## src/rtl/alu_seq.sv

```systemverilog
// Sequential ALU: single-cycle add/sub/logic, iterative shifts (one bit per
// cycle) and an 8-step shift-add multiply behind a start/busy/done handshake.
module alu_seq #(
  parameter int unsigned WIDTH = 8
) (
  input  logic             clk,
  input  logic             rst,
  input  logic             start,
  input  logic [2:0]       op,
  input  logic [WIDTH-1:0] a,
  input  logic [WIDTH-1:0] b,
  output logic [WIDTH-1:0] result,
  output logic             zero,
  output logic             carry,
  output logic             negative,
  output logic             busy,
  output logic             done
);

  localparam int unsigned CntW = $clog2(WIDTH + 1);

  localparam logic [0:0] IDLE = 1'b0;
  localparam logic [0:0] EXEC = 1'b1;

  localparam logic [2:0] OP_ADD = 3'b000;
  localparam logic [2:0] OP_SUB = 3'b001;
  localparam logic [2:0] OP_AND = 3'b010;
  localparam logic [2:0] OP_OR  = 3'b011;
  localparam logic [2:0] OP_XOR = 3'b100;
  localparam logic [2:0] OP_SHL = 3'b101;
  localparam logic [2:0] OP_SHR = 3'b110;
  localparam logic [2:0] OP_MUL = 3'b111;

  logic [0:0]         state_q, state_d;
  logic [2:0]         op_q, op_d;
  logic [WIDTH-1:0]   sh_q, sh_d;
  logic [2*WIDTH-1:0] prod_q, prod_d;
  logic [WIDTH-1:0]   mcand_q, mcand_d;
  logic [CntW-1:0]    cnt_q, cnt_d;
  logic [WIDTH-1:0]   result_q, result_d;
  logic               zero_q, zero_d;
  logic               carry_q, carry_d;
  logic               neg_q, neg_d;
  logic               done_q, done_d;

  // Single-cycle datapath
  logic [WIDTH:0]     add_s, sub_s;
  // One iteration of the multi-cycle datapath, evaluated on latched copies
  logic [WIDTH-1:0]   sh_step;
  logic               sh_out;
  logic [WIDTH:0]     mul_sum;
  logic [2*WIDTH-1:0] prod_step;
  // Completion write port
  logic               wr;
  logic [WIDTH-1:0]   wr_res;
  logic               wr_carry;

  // Arithmetic for this cycle: immediate ops and one iterative step.
  always_comb begin
    add_s     = {1'b0, a} + {1'b0, b};
    sub_s     = {1'b0, a} - {1'b0, b};  // top bit is the borrow
    sh_step   = (op_q == OP_SHL) ? (sh_q << 1) : (sh_q >> 1);
    sh_out    = (op_q == OP_SHL) ? sh_q[WIDTH-1] : sh_q[0];
    // Multiplier sits in the low half and is consumed LSB first
    mul_sum   = {1'b0, prod_q[2*WIDTH-1:WIDTH]} + (prod_q[0] ? {1'b0, mcand_q} : '0);
    prod_step = {mul_sum, prod_q[WIDTH-1:1]};
  end

  // Next-state: accept in IDLE, iterate in EXEC, write result/flags on completion.
  always_comb begin
    state_d  = state_q;
    op_d     = op_q;
    sh_d     = sh_q;
    prod_d   = prod_q;
    mcand_d  = mcand_q;
    cnt_d    = cnt_q;
    result_d = result_q;
    zero_d   = zero_q;
    carry_d  = carry_q;
    neg_d    = neg_q;
    done_d   = 1'b0;
    wr       = 1'b0;
    wr_res   = '0;
    wr_carry = 1'b0;

    case (state_q)
      IDLE: begin
        if (start) begin
          op_d = op;
          unique case (op)
            OP_ADD: begin wr = 1'b1; wr_res = add_s[WIDTH-1:0]; wr_carry = add_s[WIDTH]; end
            OP_SUB: begin wr = 1'b1; wr_res = sub_s[WIDTH-1:0]; wr_carry = sub_s[WIDTH]; end
            OP_AND: begin wr = 1'b1; wr_res = a & b; end
            OP_OR:  begin wr = 1'b1; wr_res = a | b; end
            OP_XOR: begin wr = 1'b1; wr_res = a ^ b; end
            OP_SHL, OP_SHR: begin
              if (b[2:0] == 3'd0) begin
                wr     = 1'b1;
                wr_res = a;
              end else begin
                sh_d    = a;
                cnt_d   = CntW'(b[2:0]);
                state_d = EXEC;
              end
            end
            OP_MUL: begin
              prod_d  = {{WIDTH{1'b0}}, b};
              mcand_d = a;
              cnt_d   = CntW'(WIDTH);
              state_d = EXEC;
            end
          endcase
        end
      end
      EXEC: begin
        cnt_d = cnt_q - 1'b1;
        if (op_q == OP_MUL) begin
          prod_d = prod_step;
        end else begin
          sh_d = sh_step;
        end
        if (cnt_q == CntW'(1)) begin
          wr      = 1'b1;
          state_d = IDLE;
          if (op_q == OP_MUL) begin
            wr_res   = prod_step[WIDTH-1:0];
            wr_carry = |prod_step[2*WIDTH-1:WIDTH];
          end else begin
            wr_res   = sh_step;
            wr_carry = sh_out;
          end
        end
      end
      default: state_d = IDLE;
    endcase

    if (wr) begin
      result_d = wr_res;
      carry_d  = wr_carry;
      zero_d   = (wr_res == '0);
      neg_d    = wr_res[WIDTH-1];
      done_d   = 1'b1;
    end
  end

  // State and output registers; reset aborts any op in flight.
  always_ff @(posedge clk or posedge rst) begin
    if (rst) begin
      state_q  <= IDLE;
      op_q     <= '0;
      sh_q     <= '0;
      prod_q   <= '0;
      mcand_q  <= '0;
      cnt_q    <= '0;
      result_q <= '0;
      zero_q   <= 1'b0;
      carry_q  <= 1'b0;
      neg_q    <= 1'b0;
      done_q   <= 1'b0;
    end else begin
      state_q  <= state_d;
      op_q     <= op_d;
      sh_q     <= sh_d;
      prod_q   <= prod_d;
      mcand_q  <= mcand_d;
      cnt_q    <= cnt_d;
      result_q <= result_d;
      zero_q   <= zero_d;
      carry_q  <= carry_d;
      neg_q    <= neg_d;
      done_q   <= done_d;
    end
  end

  assign result   = result_q;
  assign zero     = zero_q;
  assign carry    = carry_q;
  assign negative = neg_q;
  assign done     = done_q;
  assign busy     = (state_q == EXEC);

endmodule

```

## config.mk

```make
export PLATFORM = sky130hd
export DESIGN_NAME = alu_seq
export DESIGN_NICKNAME = d
export VERILOG_FILES = /design/src/rtl/alu_seq.sv
export SDC_FILE = /design/constraint.sdc
export NUM_CORES = 1
export LEC_CHECK = 0
export CAP_MARGIN = 20
export CORE_MARGIN = 5
export CORE_UTILIZATION = 55
export CTS_CLUSTER_SIZE = 14
export DETAILED_ROUTE_END_ITERATION = 10
export GPL_TIMING_DRIVEN = 0
export PLACE_DENSITY_LB_ADDON = 0.08
export SLEW_MARGIN = 10
export SYNTH_ARGS = -nofsm -noshare
export SYNTH_HDL_FRONTEND = slang
export SYNTH_SLANG_ARGS = --single-unit
```

## constraint.sdc

```tcl
create_clock -name clk -period 5.3 [get_ports clk]
set_input_delay 0.53 -clock clk [delete_from_list [all_inputs] [get_ports clk]]
set_output_delay 0.53 -clock clk [all_outputs]
set_load 0.005 [all_outputs]
```

# After elaboration in Yosys (flattened, before gate mapping)
# Index checks and enable logic that the tools add are counted.
[totals]
ff_bits = 52
inputBits = 22
word_cells = 86
rom_bits = 0
n_memories = 0
output_inout_bits = 13
latchBits = 0
mem_bits_rw = 0
[classes]
shift = 0
n_reduce_logical = 11
div = 0
bitwise_logic = 4
n_eq_ne = 18
addsub = 4
mul = 0
n_lt_le_gt_ge = 0
mux = 38
[op_table]
columns = ["operator", "n"]
rows = [
  ["$mux W8", 10],
  ["$mux W16", 3],
  ["$pmux W8 S6", 1],
  ["$pmux W16 S2", 1],
  ["$pmux W8 S2", 2],
  ["$add A8 B8 Y9", 2],
  ["$eq A3 B3 Y1 const B", 6],
  ["$pmux W4 S2", 2],
  ["$pmux W1 S2", 6],
  ["$mux W1", 11],
  ["$reduce_and A3 Y1", 3],
  ["$sub A8 B8 Y9", 1],
  ["$and A8 B8 Y8", 1],
  ["$logic_not A8 Y1", 1],
  ["$mux W4", 2],
  ["$or A8 B8 Y8", 1],
  ["$reduce_or A8 Y1", 1],
  ["$xor A8 B8 Y8", 1],
  ["$eq A3 B2 Y1 const B", 2],
  ["$logic_not A3 Y1", 2],
  ["$ne A2 B1 Y1 const B", 3],
  ["$ne A2 B2 Y1 const B", 3],
  ["$reduce_or A5 Y1", 1],
  ["$eq A4 B1 Y1 const B", 1],
  ["other kinds (8)", 8],
]

# Longest topological paths before layout
[logic_depth]
ltp_word = 6
depth_mapped = 11
depth_no_buf = 11

# Least setup slack after synthesis
# No wires, ideal clock.
[synth_timing]
path_kind = "input-to-reg"
startpoint = "input a[0]"
endpoint = "register zero_q, in the netlist zero"
t_arrival_ns = 2.716
cell_stages = 9
setup_time_ns = 0.076
n_path_buf = 0
slack_ns = 2.507
required_ns = 5.224
cell_sequence = "ha_1 fa_1 mux2i_1 o2bb2ai_1 a221o_1 nand2_1 or4b_1 or4_1 o21ai_1"
[synth_between]
elab_chain_cells = 5
word_cells_on_any_way = 10
cone_classes = "2 x add/sub; 4 x mux; 3 x bitwise; 1 x reduce/logical"
[synth_lines]
columns = ["element", "line_no", "text"]
rows = [
  ["start, declared", "10", "input logic [WIDTH-1:0] a,"],
  ["$sub A8 B8 Y9 (tied with other cells)", "61", "sub_s = {1'b0, a} - {1'b0, b};"],
  ["$pmux W8 S6 *", "90", "unique case (op)"],
  ["$mux W8 *", "88", "if (start) begin"],
  ["$pmux W8 S2 *", "86", "case (state_q)"],
  ["$logic_not A8 Y1 *", "140", "zero_d = (wr_res == '0);"],
  ["end signal, assigned", "168", "zero_q <= zero_d;"],
  ["end, declared", "41", "logic zero_q, zero_d;"],
]
# Mark *: on every way between the ends. The rest lies on a longest branch, timed or not.
# A chain may end at the register's enable or synchronous reset.

# Worst setup path in the final report
# Ends and elaborated chain as after synthesis.

==> run metrics <==
max-slew violations 0; max_cap viols 0; min Tclk post-route around 3.5 ns; full die area between 9000 and 10000 um^2; final worst-path cycle share 0.654; top-area cell type share of the netlist area 0.309; Die W about 97 um; # H-tree levels 2; clk_lat worst skew 0.31 ns; slowest stage cell, crit path clkdlybuf4s50_1; Leak about 2.1 nW; nature of the critical path endpoint flip-flop; floorplan row count 31; slew at the pin closest to its max-slew limit 0.920 ns; postcts setup bufs 0; total routed wirelength 11.9 mm; Startpoint Class input port; fin nets approximately 590; Cells after DPL around 620; io pins 35; Reg2Reg Depth 9; clk buf depth 2; Layout Cells excl Fill roughly 630; hold slack roughly 0.5 ns; Critical Path Source a[0]; post-synthesis average cell area roughly 8.4 um^2; slew margin rel. 0.385; iteration-0 DRC count of the detailed router between 300 and 400; grt ovf 0; Worst Setup EP zero; vias in the first global route approximately 3800; CTS Hold Bufs 0; most numerous cell in the Yosys netlist dfrtp_1; CP Buf/Inv Count 2; Critical Path AT between 3 and 4 ns; worst clock skew 0.0160 ns; syn_nets 551; Detail Route Antenna Nets 0; Worst R2R Start prod_q[0]; ranking of synthesized cells by area dfrtp_1, ha_1, o21ai_0; Via density between 6 and 7; CTS buffer count 5; wire length per cell 18.9 um; Yosys top cell by area dfrtp_1; dpl hpwl ~9 mm; Seq/Total Area, Yosys 0.309; worst hold path depth 2; final setup vio count 0; first-pass GRT wire length 19.6 mm; CTS clk-pin slew, worst paths about 0.1 ns; CTS tree built; largest net degree at the start of global routing 34; Synth Register Bits 51; detailed-route via count between 4000 and 5000; max incr delay on CP roughly 0.57 ns; diodes inserted 0; yosys warns 0; worst hold path class reg2reg; Area Overhead vs Synth 14.4%; number of flops mapped to enable cells by yosys 0; asr flop ratio synth 1.00; Crit Path Class in2reg; core area 7290 um^2; flop-to-flop setup slack between 2 and 3 ns; CTS Root Cell clkbuf_8; Post-CTS Resized 0; Crit path depth 11; power per standard cell area ~420 nW/um^2; commonest cells in the netlist dfrtp_1, nand2_1, o21ai_0, ha_1, a21oi_1; post-synthesis cell count around 500; setup_tns 0 ns; clk sinks a little over 50; final hold vios 0; synth unique cells 64; antenna violations before repair 0; reg-to-reg endpoint carry; worst setup margin 1.83 ns; FILL cells around 630; critical path, cell by cell clkdlybuf4s50_1 > inv_1 > ha_1 > fa_1 > or2_2 > a221oi_1 > or4_1 > a32oi_1 > a211oi_1 > nand4_1 > o21ai_1; CP Max Fanout 4; Remaining DRCs 0; Placement Setup Slack between 1.5 and 2 ns; unrepaired setup endpoints after global routing false; die height around 97 um; layout cells sized above 1 0.0525; Critical Path RT 5.54 ns; status complete, no violations; Total Routing Usage GR 0.252; drt pass-1 iters 5; Port Buffers 33; critical path's top delay family compound AO/OA/AOI/OAI gates; Synth Flop Type dfrtp_1; Starting Density 0.567; RePlAce Congestion slightly below 0.9; Max Clk Rate just under 300 MHz; synthesized cell area 4140 um^2; worst vdd ir around 0.00028 V
sequential cells by signal, summed over array words and instances, names as in the netlist:
register,flops
sh_q,8
prod_q,16
busy,1
op_q,3
cnt_q,4
result,8
mcand_q,8
carry,1
done,1
zero,1
cell families after synthesis:
kind of cell,synth area share
AO/OA/AOI/OAI,0.250
AND/OR/NAND/NOR,0.180
buffers and inverters,0.0569
flip-flops,0.309
adder cells (fa/ha/maj),0.123
multiplexers,0.0632
XOR/XNOR,0.0191
worst min-delay path by stage:
| stage | slack [ns] | startpoint | end |
|---|---|---|---|
| 6_report | 0.49 | result[6] | result[6] |
| 5_1_grt | 0.51 | mcand_q[0] | mcand_q[0] |
| 4_1_cts | 0.50 | result[6] | result[6] |
| 3_5_place_dp | 0.48 | result[6] | result[6] |
| 2_1_floorplan | 0.46 | prod_q[13] | prod_q[13] |
| 3_3_place_gp | 0.45 | result[6] | result[6] |
through the flow:
step,power [W],instance area (um^2),util
after global routing,0.00215,4730,0.649
after global placement,0.00163,4590,0.630
after detailed placement,0.00168,4610,0.632
after floorplan,0.00134,4140,-
final,0.00199,4730,0.649
after CTS,0.00198,4730,0.649
layout by cell type, fill, tap and decap left out, drive strengths merged, types with 6 or more instances in the layout:
cell type and n:
or3 8, and3 6, nor2 28, nand3 12, clkbuf 25, o21ai 44, inv 31, ha 35
nor2b 6, mux2 9, and2 11, buf 9, a21oi 31, a211oi 12, dfrtp 51, o22ai 8
nor3 14, a221o 6, clkdlybuf4s50 33, mux2i 16, nand2 49
metal layers:
metal  vias to the layer above  part of all wire  global-route usage
met5                         -                 0                   0
met4                         0             0.020              0.0583
met3                        22             0.073              0.0424
met2                       199              0.44               0.383
met1                      1956              0.47               0.373
li1                       1883                 -                   -
where the power goes:
part	total (W)	internal (W)	leakage, nW	switching [W]
combinational	0.000975	0.000440	1.39	0.000535
sequential	0.000723	0.000568	0.636	0.000155
clock	0.000294	0.000156	0.0618	0.000139
total	0.00199	0.00116	2.09	0.000829
worst register-to-register path: cells and delay by family, from the launching register on:
family | cells | cell delay [ns]
and+or+nand+nor | 4 | 1.10
AOI/OAI and AO/OA | 3 | 0.67
DFF | 1 | 0.48
adders and majority gates | 1 | 0.34
xor gates and xnor gates | 1 | 0.10
cell type report:
class                   count  area [um^2]  share of cell area
multi-input cells         382         2630               0.555
inverters                  31          116              0.0246
clock inverters             2         38.8             0.00820
flip-flops and latches     51         1280               0.270
clock buffers               6         82.6              0.0175
well taps                  99          124              0.0262
plain buffers              27          119              0.0251
repair buffers             34          350              0.0740
(Power assumes the default switching activity.)
